<file path="src/rtl/rat_pkg.sv">
// Shared rename/retire constants and the retire FSM state type.
package rat_pkg;
  localparam int NUM_ARCH = 32;
  localparam int NUM_PHYS = 64;
  localparam int AREG_W   = 5;
  localparam int PREG_W   = 6;

  typedef enum logic [1:0] {
    IDLE    = 2'd0,
    DRAIN   = 2'd1,
    RESTORE = 2'd2
  } rrat_state_e;
endpackage

</file>
<file path="src/rtl/rrat_free_fifo.sv">
// Free-return FIFO: holds superseded physical registers on their way back
// to the rename free list.
// Ports:
//   clk/rst        clock, async active-high reset
//   i_push/i_din   write one entry (caller guarantees !o_full)
//   i_pop          read one entry (caller guarantees !o_empty)
//   o_dout         head entry
//   o_full/o_empty occupancy flags
module rrat_free_fifo #(
  parameter int DEPTH = 4,
  parameter int W     = 6
) (
  input  logic         clk,
  input  logic         rst,
  input  logic         i_push,
  input  logic [W-1:0] i_din,
  input  logic         i_pop,
  output logic [W-1:0] o_dout,
  output logic         o_full,
  output logic         o_empty
);
  localparam int PTR_W = $clog2(DEPTH);

  logic [DEPTH-1:0][W-1:0] r_mem;
  logic [PTR_W-1:0]        r_wptr;
  logic [PTR_W-1:0]        r_rptr;
  logic [PTR_W:0]          r_count;  // one wider than pointers so full is distinct

  assign o_dout  = r_mem[r_rptr];
  assign o_full  = (r_count == (PTR_W+1)'(DEPTH));
  assign o_empty = (r_count == '0);

  always_ff @(posedge clk or posedge rst) begin
    if (rst) begin
      r_mem   <= '0;
      r_wptr  <= '0;
      r_rptr  <= '0;
      r_count <= '0;
    end else begin
      if (i_push) begin
        r_mem[r_wptr] <= i_din;
        r_wptr        <= r_wptr + 1'b1;
      end
      if (i_pop)
        r_rptr <= r_rptr + 1'b1;
      // Simultaneous push and pop leave occupancy unchanged.
      if (i_push && !i_pop)
        r_count <= r_count + 1'b1;
      else if (!i_push && i_pop)
        r_count <= r_count - 1'b1;
    end
  end
endmodule

</file>
<file path="src/rtl/rrat_commit.sv">
// Retirement RAT: applies in-order commits to the architectural map and
// returns each superseded physical register to the free list, one per cycle.
// A flushing commit drains the free-return path, then pulses FRAT restore
// and pipeline flush together.
// Ports:
//   CLK/RESET/STALL   clock, async active-high reset, global freeze
//   commit_*          ROB-head commit handshake and payload
//   rrat_map          committed arch->phys map
//   rrat_free(_reg)   free-list return, one register per pulse
//   frat_restore      FRAT copies rrat_map (coincident with flush_out)
//   committed_count   accepted-commit counter (wraps)
import rat_pkg::*;

module rrat_commit #(
  parameter int FREE_DEPTH = 4
) (
  input  logic                             CLK,
  input  logic                             RESET,
  input  logic                             STALL,
  input  logic                             commit_valid,
  output logic                             commit_ready,
  input  logic                             commit_regwr,
  input  logic [AREG_W-1:0]                commit_arch_reg,
  input  logic [PREG_W-1:0]                commit_phys_reg,
  input  logic                             commit_is_flush,
  output logic [NUM_ARCH-1:0][PREG_W-1:0]  rrat_map,
  output logic                             rrat_free,
  output logic [PREG_W-1:0]                rrat_free_reg,
  output logic                             frat_restore,
  output logic                             flush_out,
  output logic [31:0]                      committed_count
);
  rrat_state_e                     r_state;
  logic [NUM_ARCH-1:0][PREG_W-1:0] r_map;
  logic                            r_free;
  logic [PREG_W-1:0]               r_free_reg;
  logic                            r_restore;
  logic [31:0]                     r_count;

  logic              w_full, w_empty;
  logic              w_accept, w_push, w_pop;
  logic [PREG_W-1:0] w_push_data, w_head;

  assign commit_ready = !RESET && !STALL && (r_state == IDLE) && !w_full;
  assign w_accept     = commit_valid && commit_ready;
  assign w_push       = w_accept && commit_regwr;
  assign w_pop        = !STALL && !w_empty;
  // Arch reg 0 is hardwired to phys 0, so the newly allocated register is
  // the one that must go back, otherwise it would leak.
  assign w_push_data  = (commit_arch_reg == '0) ? commit_phys_reg
                                                : r_map[commit_arch_reg];

  rrat_free_fifo #(
    .DEPTH (FREE_DEPTH),
    .W     (PREG_W)
  ) u_fifo (
    .clk     (CLK),
    .rst     (RESET),
    .i_push  (w_push),
    .i_din   (w_push_data),
    .i_pop   (w_pop),
    .o_dout  (w_head),
    .o_full  (w_full),
    .o_empty (w_empty)
  );

  // Map table, free-return output register and commit counter.
  always_ff @(posedge CLK or posedge RESET) begin
    if (RESET) begin
      for (int i = 0; i < NUM_ARCH; i++)
        r_map[i] <= PREG_W'(i);
      r_free     <= 1'b0;
      r_free_reg <= '0;
      r_count    <= '0;
    end else if (!STALL) begin
      if (w_push && commit_arch_reg != '0)
        r_map[commit_arch_reg] <= commit_phys_reg;
      if (w_accept)
        r_count <= r_count + 32'd1;
      r_free <= w_pop;
      if (w_pop)
        r_free_reg <= w_head;
    end
  end

  // Flush sequencing. Restore waits until the last pending free has left
  // the FIFO so nothing returns after the free list rebuilds from the map.
  always_ff @(posedge CLK or posedge RESET) begin
    if (RESET) begin
      r_state   <= IDLE;
      r_restore <= 1'b0;
    end else if (!STALL) begin
      case (r_state)
        IDLE: begin
          r_restore <= 1'b0;
          if (w_accept && commit_is_flush)
            r_state <= DRAIN;
        end
        DRAIN: begin
          if (w_empty && !w_pop) begin
            r_state   <= RESTORE;
            r_restore <= 1'b1;
          end
        end
        RESTORE: begin
          r_state   <= IDLE;
          r_restore <= 1'b0;
        end
        default: begin
          r_state   <= IDLE;
          r_restore <= 1'b0;
        end
      endcase
    end
  end

  assign rrat_map        = r_map;
  assign rrat_free       = r_free;
  assign rrat_free_reg   = r_free_reg;
  assign frat_restore    = r_restore;
  assign flush_out       = r_restore;
  assign committed_count = r_count;
endmodule
</file>
<file path="config.mk">
export PLATFORM = sky130hd
export DESIGN_NAME = rrat_commit
export DESIGN_NICKNAME = d
export VERILOG_FILES = /design/src/rtl/rat_pkg.sv /design/src/rtl/rrat_free_fifo.sv /design/src/rtl/rrat_commit.sv
export SDC_FILE = /design/constraint.sdc
export NUM_CORES = 1
export LEC_CHECK = 0
export ABC_AREA = 1
export ABC_CLOCK_PERIOD_IN_PS = 25400
export CAP_MARGIN = 40
export CORE_MARGIN = 5
export CORE_UTILIZATION = 49
export CTS_CLUSTER_SIZE = 10
export DETAILED_ROUTE_END_ITERATION = 8
export PLACE_DENSITY = 0.72
export SLEW_MARGIN = 20
export SYNTH_ARGS = -nofsm -noshare
export SYNTH_HDL_FRONTEND = slang
export SYNTH_SLANG_ARGS = --single-unit
</file>
<file path="constraint.sdc">
create_clock -name CLK -period 25.4 [get_ports CLK]
set_clock_uncertainty 0.1 [all_clocks]
set_input_delay 2.54 -clock CLK [delete_from_list [all_inputs] [get_ports CLK]]
set_output_delay 2.54 -clock CLK [all_outputs]
set_load 0.03 [all_outputs]
</file>
==> flow_summary_export.csv, run 1 <==
group,metric,value,unit
outcome,status,"finished clean",
die,num_io_pins,251,
power_and_ir_drop,power_frac_seq,0.443,
yosys,async_flop_share,1.000,
clocking,cts_resized,0,
timing,setup_viol,0,
die,die-height,173.0,um
timing,finalSetupTns,0,ns
critical_path,crit_path_max_fanout,4,
clocking,post_cts_buffers,0,
timing,rsz0062_at_grt,"no",
die,start_util,0.4984,
run,drv_cap,0,
timing,layout_setup_ws,18.58,ns
power_and_ir_drop,power.internal,777.2,uW
layout,area_delta_synth_final,27.25,%
clocking,cts.htree.levels,1,
yosys,synth_area,13020,sq um
layout,multiInputGateArea,5590,sq um
yosys,synthTopCellsByCount,"nand2_1 (786), dfrtp_1 (185), o21ai_1 (163)",
layout,nets,1948,
yosys,syn-instance-count,1725,
global_routing,grt_first_pass_wirelength,67.22,mm
power_and_ir_drop,p_sw_frac,0.3126,
route,vias_per_cell,5.370,
global_routing,grt_max_degree,81,
route,post-route-drc-count,0,
yosys,synth.largest_area_cell,"dfrtp_1",
die,die-width,173.0,um
critical_path,cp-end-kind,"output pin",
power_and_ir_drop,pwr-share-comb,0.206,
layout,drive_gt1_frac,0.07815,
die,core_area,26130,sq um
route,ant_nets,0,
place,dp_slack,18.58,ns
die,rows,59,
yosys,ys_seq_area_frac,0.5168,
timing,fmax,146.7,MHz
timing,max_slew_margin,0.4211,
route,num_vias,12243,
route,drtIter0Drc,1236,
yosys,ys_ff_latch,265,
global_routing,grt_pass1_vias,12019,
power_and_ir_drop,switchingPower,353.4,uW
place,io_buffers,250,
place,place_congestion,0.8959,
yosys,synthDominantCellAreaShare,0.3554,
yosys,ys_types,29,
route,drt-wirelength-per-cell,18.46,um
layout,nFillCells,2323,
clocking,cts-root-buf,"clkbuf_16",
min_path,min_path_type,"flip-flop to flip-flop",
clocking,cts.sinks,265,
clocking,holdBufCountCts,0,
timing,tightest_slew,0.8652,ns
yosys,synthesis.nets,1749,
yosys,synth_edf_count,0,
power_and_ir_drop,power_frac_clock,0.351,
critical_path,crit_type,"primary input to output pin",
die,die-area,29940,sq um
timing,fin_crit_sh,0.2684,
critical_path,startpoint_type,"primary input",
layout,antenna_cells,0,
timing,slew_violations,0,
yosys,synth_most_common_cell,"nand2_1",
yosys,syn_area_per_cell,7.551,sq um
clocking,cts_tree,"yes",
critical_path,critPathArrivalTime,4.18,ns
route,first_pass_iters,6,
yosys,synthFlopType,"dfrtp_1",
layout,seq_area,6731,sq um
global_routing,grt_usage,0.2768,
clocking,clockBufferDepth,3,
route,wl,42.08,mm
yosys,yosys-top-cells-area,"dfrtp_1 (36%), nand2_1 (23%), dfstp_2 (16%), o21ai_1 (6.3%), nand3_1 (3.6%)",
timing,finalHoldViolCount,0,
place,dp_hpwl,28.88,mm
clocking,cts_buffers,30,
timing,period_minus_slack,6.818,ns
power_and_ir_drop,leakage,0.007509,uW
clocking,clkLatencyLatePin,0.55,ns
global_routing,overflow,0,
global_routing,antenna_found_initial,3,
power_and_ir_drop,power.density,68.21,nW/um^2
layout,largest_reg_flops,192,
critical_path,required,22.76,ns
clocking,clkSlewWorstSetupHoldPaths,0.06,ns
yosys,yosysWarnings,0,
power_and_ir_drop,peakVddDrop,0.00004554,V
worst max-delay path, cell delays in order:
cell and delay [ns]:
clkdlybuf4s50_1 0.48, nor4_2 0.28, nand2_1 0.15, inv_1 0.07
clkdlybuf4s50_1 0.66
per-layer routing:
metal	track usage	vias to the layer above	wire, um
met5	0	-	27
met4	0.07449	4	1158
met3	0.05983	85	3182
met2	0.4474	509	19550
met1	0.3812	5795	18170
li1	-	5850	-
power groups by stage:
stage	logic (uW)	registers [uW]	clock network, uW
after floorplan	97.6	545	0
after global placement	227	505	0
after detailed placement	233	506	0
after CTS	234	500	403
after global routing	254	505	422
final	233	500	397
through the flow:
| stage | cell area [sq um] | power [uW] | util | hold slack, ns | cells |
|---|---|---|---|---|---|
| 2_1_floorplan | 13030 | 642.4 | - | 0.3439 | 1725 |
| 3_3_place_gp | 15590 | 731.6 | 0.5964 | 0.3028 | 2223 |
| 3_5_place_dp | 15670 | 738.7 | 0.5996 | 0.3107 | 2226 |
| 4_1_cts | 16550 | 1137 | 0.6332 | 0.3275 | 2279 |
| 5_1_grt | 16570 | 1181 | 0.6343 | 0.3472 | 2280 |
| 6_report | 16570 | 1131 | 0.6343 | 0.3213 | 2280 |
cells by family after synthesis:
family                     share of synthesized area
AOI/OAI and AO/OA                            0.08655
and+or+nand+nor                               0.3165
xor gates and xnor gates                     0.01883
DFF                                           0.5168
buffers and inverters                        0.05399
adders and majority gates                   0.007301
layout by cell type, fill, tap and decap left out, types with 2 or more instances in the layout:
master	instances
nand2_1	786
clkdlybuf4s50_1	248
dfrtp_1	185
o21ai_1	163
nor2_1	123
nand3_1	94
dfstp_2	80
inv_1	56
o21ai_0	44
clkbuf_16	31
xnor2_1	20
clkbuf_1	20
buf_4	13
inv_2	9
nand4_1	9
nor3_1	9
a21oi_1	8
xor2_1	8
a31oi_1	7
ha_1	6
nor3_2	4
nand3b_1	4
buf_16	4
nor2_4	3
clkbuf_8	2
buf_2	2
layout make-up:
type | instances | share of cell area
well taps | 335 | 0.02529
inverters | 66 | 0.01540
repair buffers | 267 | 0.1629
flip-flops and latches | 265 | 0.4061
multi-input cells | 1294 | 0.3373
clock buffers | 53 | 0.05299
path summary, 6_finish.rpt:
| path | start | to | slack [ns] | cells past startpoint |
|---|---|---|---|---|
| setup / recovery | STALL | commit_ready | 18.58 | 5 |
| hold / removal | rrat_map[4] | rrat_map[4] | 0.32 | 0 |
| setup reg to reg | r_state[0] | rrat_map[23] | 22.59 | 7 |
| hold reg to reg | rrat_map[4] | rrat_map[4] | 0.32 | 0 |
| max in group asynchronous | RESET | rrat_map[66] | 21.83 | 4 |
| min in group asynchronous | RESET | rrat_free | 2.36 | 2 |
Power figures use the tool's default switching activity.
==> inputs of run 2 (changes only) <==
ABC_CLOCK_PERIOD_IN_PS = 5600   (was 25400)
CORE_UTILIZATION = 47   (was 49)
clock period = 5.6 ns   (was 25.4 ns; I/O delays follow)
==> run 2 against run 1 <==
Against the previous run: sequential cell count stayed put; non-clock buffer count is 1 lower; via count increased by 0.73%; register-to-register slack worse by 20 ns; clock-buffer cell count grew 2; die area grew 4.0%; global-route usage fell by 0.73 points; total power rose to 4.6 times the previous value; final area grew 0.68%; critical path type unchanged.
==> flow_summary_export.csv, run 2 (synthesis gave the netlist of run 1 again) <==
group,metric,value,unit
outcome,status,"finished clean",
timing,fmax,345.6,MHz
timing,tightest_slew,0.8076,ns
layout,seq_area,6731,sq um
timing,finalHoldViolCount,0,
layout,area_delta_synth_final,28.12,%
power_and_ir_drop,leakage,0.007521,uW
die,die-width,176.5,um
critical_path,startpoint_type,"primary input",
place,dp_hpwl,29.42,mm
critical_path,crit_path_max_fanout,4,
power_and_ir_drop,peakVddDrop,0.0002659,V
die,die-height,176.5,um
die,core_area,27550,sq um
critical_path,critPathArrivalTime,2.23,ns
route,wl,42.81,mm
layout,drive_gt1_frac,0.07906,
route,first_pass_iters,6,
route,vias_per_cell,5.302,
clocking,cts.htree.levels,1,
place,dp_slack,2.375,ns
layout,multiInputGateArea,5590,sq um
clocking,holdBufCountCts,0,
power_and_ir_drop,p_total,5228,uW
place,place_congestion,0.9170,
route,drt-wirelength-per-cell,18.40,um
route,num_vias,12332,
global_routing,grt_pass1_vias,11964,
layout,largest_reg_flops,192,
layout,layout_common_cells,"nand2_1 (786), clkdlybuf4s50_1 (248), dfrtp_1 (185)",
clocking,clockBufferDepth,3,
global_routing,overflow,0,
timing,max_slew_margin,0.4616,
global_routing,grt_usage,0.2694,
critical_path,cp-end-kind,"output pin",
critical_path,r2r_start,"r_state[0]",
timing,slew_violations,0,
timing,setup_viol,0,
die,rows,61,
global_routing,grt_max_degree,132,
clocking,cts_tree,"yes",
clocking,cts.sinks,265,
clocking,cts-root-buf,"clkbuf_16",
place,io_buffers,250,
route,drtIter0Drc,1130,
route,ant_nets,0,
clocking,post_cts_buffers,0,
critical_path,required,4.94,ns
clocking,cts_buffers,31,
clocking,clkSlewWorstSetupHoldPaths,0.06,ns
die,die-area,31140,sq um
clocking,cts_resized,0,
run,drv_cap,0,
timing,period_minus_slack,2.893,ns
timing,fin_crit_sh,0.5167,
layout,final_common_cell,"nand2_1",
min_path,worstHoldStart,"rrat_map[3]",
power_and_ir_drop,power.density,313.3,nW/um^2
critical_path,startpoint,"STALL",
timing,rsz0062_at_grt,"no",
global_routing,grt_first_pass_wirelength,66.74,mm
clocking,clkLatencyLatePin,0.57,ns
timing,finalSetupTns,0,ns
layout,nets,1948,
global_routing,antenna_found_initial,1,
min_path,min_path_type,"flip-flop to flip-flop",
layout,antenna_cells,0,
critical_path,crit_type,"primary input to output pin",
layout,nFillCells,2501,
die,start_util,0.4727,
timing,holdWs,0.2998,ns
route,post-route-drc-count,0,
timing,layout_setup_ws,2.707,ns
die,num_io_pins,251,
run 2: cell types whose count changed in the layout (fill, tap and decap cells not counted), sizes merged:
cell	previous run	this run
clkbuf	53	55
clkinv	0	2
inv	66	64
buf	19	18
bufinv	0	1
clkinvlp	0	1
run 2: metal layers:
layer | vias to the layer above | routed length (um) | part of all wire | global-route usage
met5 | - | 20 | 0.00047 | 0
met1 | 5775 | 18180 | 0.42 | 0.3733
met3 | 112 | 3559 | 0.083 | 0.05460
met2 | 575 | 19290 | 0.45 | 0.4212
li1 | 5868 | - | - | -
met4 | 2 | 1754 | 0.041 | 0.1025
run 2: path summary, 6_finish.rpt:
| path | end | slack, ns | cells after the start |
|---|---|---|---|
| min in group asynchronous | r_state[1] | 0.39 | 2 |
| setup / recovery | commit_ready | 2.71 | 5 |
| setup reg to reg | u_fifo.r_count[2] | 3.06 | 9 |
| hold reg to reg | rrat_map[3] | 0.30 | 0 |
| hold / removal | rrat_map[3] | 0.30 | 0 |
| max in group asynchronous | rrat_map[47] | 3.93 | 3 |
run 2: through the flow:
stage	cell area (sq um)	cells	util
final	16690	2326	0.6056
after global routing	16690	2326	0.6056
after CTS	16670	2325	0.6049
after detailed placement	15720	2268	0.5706
after global placement	15650	2265	0.5681
after floorplan	13030	1725	-
run 2: cell type report:
class | instances | share of cell area
Inverter | 66 | 0.01507
Clock buffer | 55 | 0.05369
Tap cell | 378 | 0.02834
Clock inverter | 2 | 0.002999
Sequential cell | 265 | 0.4034
Timing Repair Buffer | 266 | 0.1615
Multi-Input combinational cell | 1294 | 0.3350
run 2: critical path, stage by stage:
cell and delay [ns]:
clkdlybuf4s50_1 0.47, nor4_2 0.30, nand2_1 0.17, inv_1 0.08
clkdlybuf4s50_1 0.66
run 2: report_power, final:
part / leakage, uW / switching, uW / total, uW / internal (uW)
Clock: 0.000452 / 777 / 1900 / 1120
Sequential: 0.00334 / 175 / 2280 / 2100
Combinational: 0.00373 / 675 / 1060 / 382
==> edit, RTL diff (config.mk and constraints of run 2) <==
Encoding of `rrat_state_e`: now one-hot (3 bits for 3 states).
--- a/src/rtl/rat_pkg.sv
+++ b/src/rtl/rat_pkg.sv
@@ -7,6 +7,6 @@
 
-  typedef enum logic [1:0] {
-    IDLE    = 2'd0,
-    DRAIN   = 2'd1,
-    RESTORE = 2'd2
+  typedef enum logic [2:0] {
+    IDLE    = 3'b001,
+    DRAIN   = 3'b010,
+    RESTORE = 3'b100
   } rrat_state_e;
Formal check against the unedited RTL: no difference found for any inputs over 4 cycles, from zero or initial values and one cycle with RESET high; so few cycles prove little.
==> edit against run 2 <==
  * Total power grew 0.60%
  * Critical endpoint is now u_fifo.r_count[2]
  * Area after synthesis grew 5.6%
  * Sequential cell count grew 1
  * Global-route usage grew 0.41 points
  * Via count grew 9.9%
  * Setup slack lost 550 ps
  * Routed wire length grew 7.2%
  * Sequential share of layout area shrank 1.9 points
  * Cell area grew 5.5%
==> edit: results (changes against run 2) <==
Synthesis
  • Synthesized Nets: 1942 (+11%)
  • Synth Flop Type: dfrtp_1
  • Commonest cells in the netlist: nand2_1, nand3_1, dfrtp_1, nor2_1, dfstp_2
  • Seq/Total Area, Yosys: 0.491 (-0.0257)
  • Post-synthesis cell type count: 33 (+14%)
  • Yosys warns: 0 (unchanged)
  • Post-synthesis async set-or-reset flop share: 1.00 (unchanged)
  • Largest cells by area after synthesis: dfrtp_1, nand2_1, dfstp_2, nand3_1, nor2_1

Clock network
  • Total CTS buffers: 34 (+9.7%)
  • Deepest clock path buffer count: 3 (unchanged)
  • Post-CTS Hold Fix Bufs: 0 (unchanged)
  • CTS resizes: 0 (unchanged)
  • Root Driver: clkbuf_16
  • CTS H-Tree Depth: 2 (+1)
  • Worst-Skew Late Latency: 510 ps (-60 ps)
  • Clock Pin Slew Worst Setup and Hold Paths: 60 ps (about the same)
  • Post-CTS Setup Inserts: 0 (unchanged)

Routing
  • DR iter-0 viols: 1266 (+12%)
  • Via count: 13500 (+9.9%)
  • Pre-Repair DR Iteration Count: 6 (unchanged)
  • Total wire length: 45900 um (+7.2%)

Global route
  • Largest net degree at the start of global routing: 146 (+11%)
  • First-pass GRT wire length: 73100 um (+9.5%)
  • Total GRT Usage: 0.274 (+0.00412)
  • Vias in the first global route: 13300 (+11%)
  • Initial antenna violation count: 1 (unchanged)

Placed design
  • Hpwl dp: 31300 um (+6.3%)
  • Worst slack at placement: 1700 ps (-672 ps)
  • Gpl congestion: 0.909 (-0.83%)
  • PortBufs: 250 (unchanged)

Setup path
  • Setup slack, reg-to-reg: 2160 ps (-900 ps)
  • FF-to-FF path depth: 12 (+3)
  • Crit path DAT: 3720 ps (+1490 ps)
  • CP startpoint: r_state[0]
  • CP max FO: 26 (+22)

Finish
  • Largest register FFs: 192 (unchanged)
  • Layout Nets: 2159 (+11%)
  • Fill cells: 2607 (+4.2%)
  • Layout cells sized above 1: 0.0777 (-0.00131)
  • Antenna cells: 0 (unchanged)

STA
  • Crit path time final: 3440 ps (+551 ps)
  • # setup viols final: 0 (unchanged)
  • Final Hold Viols: 0 (unchanged)
  • Slew @ Worst Pin: 835 ps (+27.9 ps)

Worst hold path
  • Hold_sp: commit_phys_reg[5]
  • WHS Path Cells: 3 (+3)
  • Hold WC Path Type: primary input to register

Power and ir drop
  • VDD IR max: 0.191 mV (-28%)
  • Leak: 0.00884 uW (+18%)
  • Sw frac: 0.300 (-0.0115)

Run status
  • Run status: complete, no violations
-- edit: cell count changes in the layout (fill, tap and decap cells not counted), moves of 3 or more --
cell | run 2 | this run
o21ai_0 | 44 | 19
o21ai_1 | 163 | 0
nor3_1 | 9 | 17
nand3b_1 | 4 | 7
nand3_1 | 94 | 241
clkbuf_16 | 31 | 37
nand2_1 | 786 | 1010
nor2_1 | 123 | 128
inv_1 | 54 | 62
xnor2_1 | 20 | 8
xor2_1 | 8 | 17
nand4_1 | 9 | 6
-- edit: critical path, stage by stage (launching register included) --
cell,delay (ps)
dfstp_2,540
nand3_1,140
nor3_2,190
nand3_2,470
inv_2,510
nand2_2,230
inv_1,140
ha_1,150
inv_1,60
fa_1,370
a21oi_1,140
o21ai_0,130
xnor2_1,140
-- edit: power groups by stage --
stage          logic (uW)  clock network [uW]  registers, uW
6_report              951                2090           2220
5_1_grt              1040                2200           2240
4_1_cts               950                2110           2220
3_5_place_dp          946                   0           2250
3_3_place_gp          926                   0           2250
2_1_floorplan         432                   0           2390
-- edit: routing by layer --
metal,routed length (um),up-vias,track usage,share of wire
met5,7,-,0,0.00015
li1,-,6452,-,-
met2,20700,649,0.429,0.45
met3,4150,120,0.0577,0.091
met4,1560,2,0.0970,0.034
met1,19500,6324,0.378,0.42
-- edit: cell type report --
class                           count  area share
Sequential cell                   266       0.384
Inverter                           72      0.0156
Multi-Input combinational cell   1493       0.359
Clock buffer                       60      0.0598
Tap cell                          384      0.0273
Clock inverter                      2    0.000711
Timing Repair Buffer              268       0.154
-- edit: path summary, 6_finish.rpt --
check | endpoint
worst max register to register | u_fifo.r_count[2]
worst min-delay path | rrat_map[95]
max in group asynchronous | rrat_map[33]
worst max-delay path | u_fifo.r_count[2]
worst min register to register | rrat_map[0]
min in group asynchronous | committed_count[19]
-- edit: through the flow --
step                hold slack (ps)  instance area (sq um)  cells  utilization
detailed placement              296                  16500   2481        0.574
floorplan                       344                  13800   1918            -
global placement                297                  16500   2479        0.572
CTS                             287                  17600   2543        0.611
finish                          295                  17600   2545        0.612
global route                    305                  17600   2545        0.612
-- edit: logic make-up (layout without fill, tap and decap cells) --
kind of cell               after synthesis  in the layout  share of synthesized area
AOI/OAI and AO/OA                       36             36                     0.0143
xor gates and xnor gates                25             25                     0.0159
adders and majority gates                7              7                    0.00691
buffers and inverters                  159            402                     0.0496
DFF                                    266            266                      0.491
muxes                                    1              1                   0.000818
and+or+nand+nor                       1424           1424                      0.421
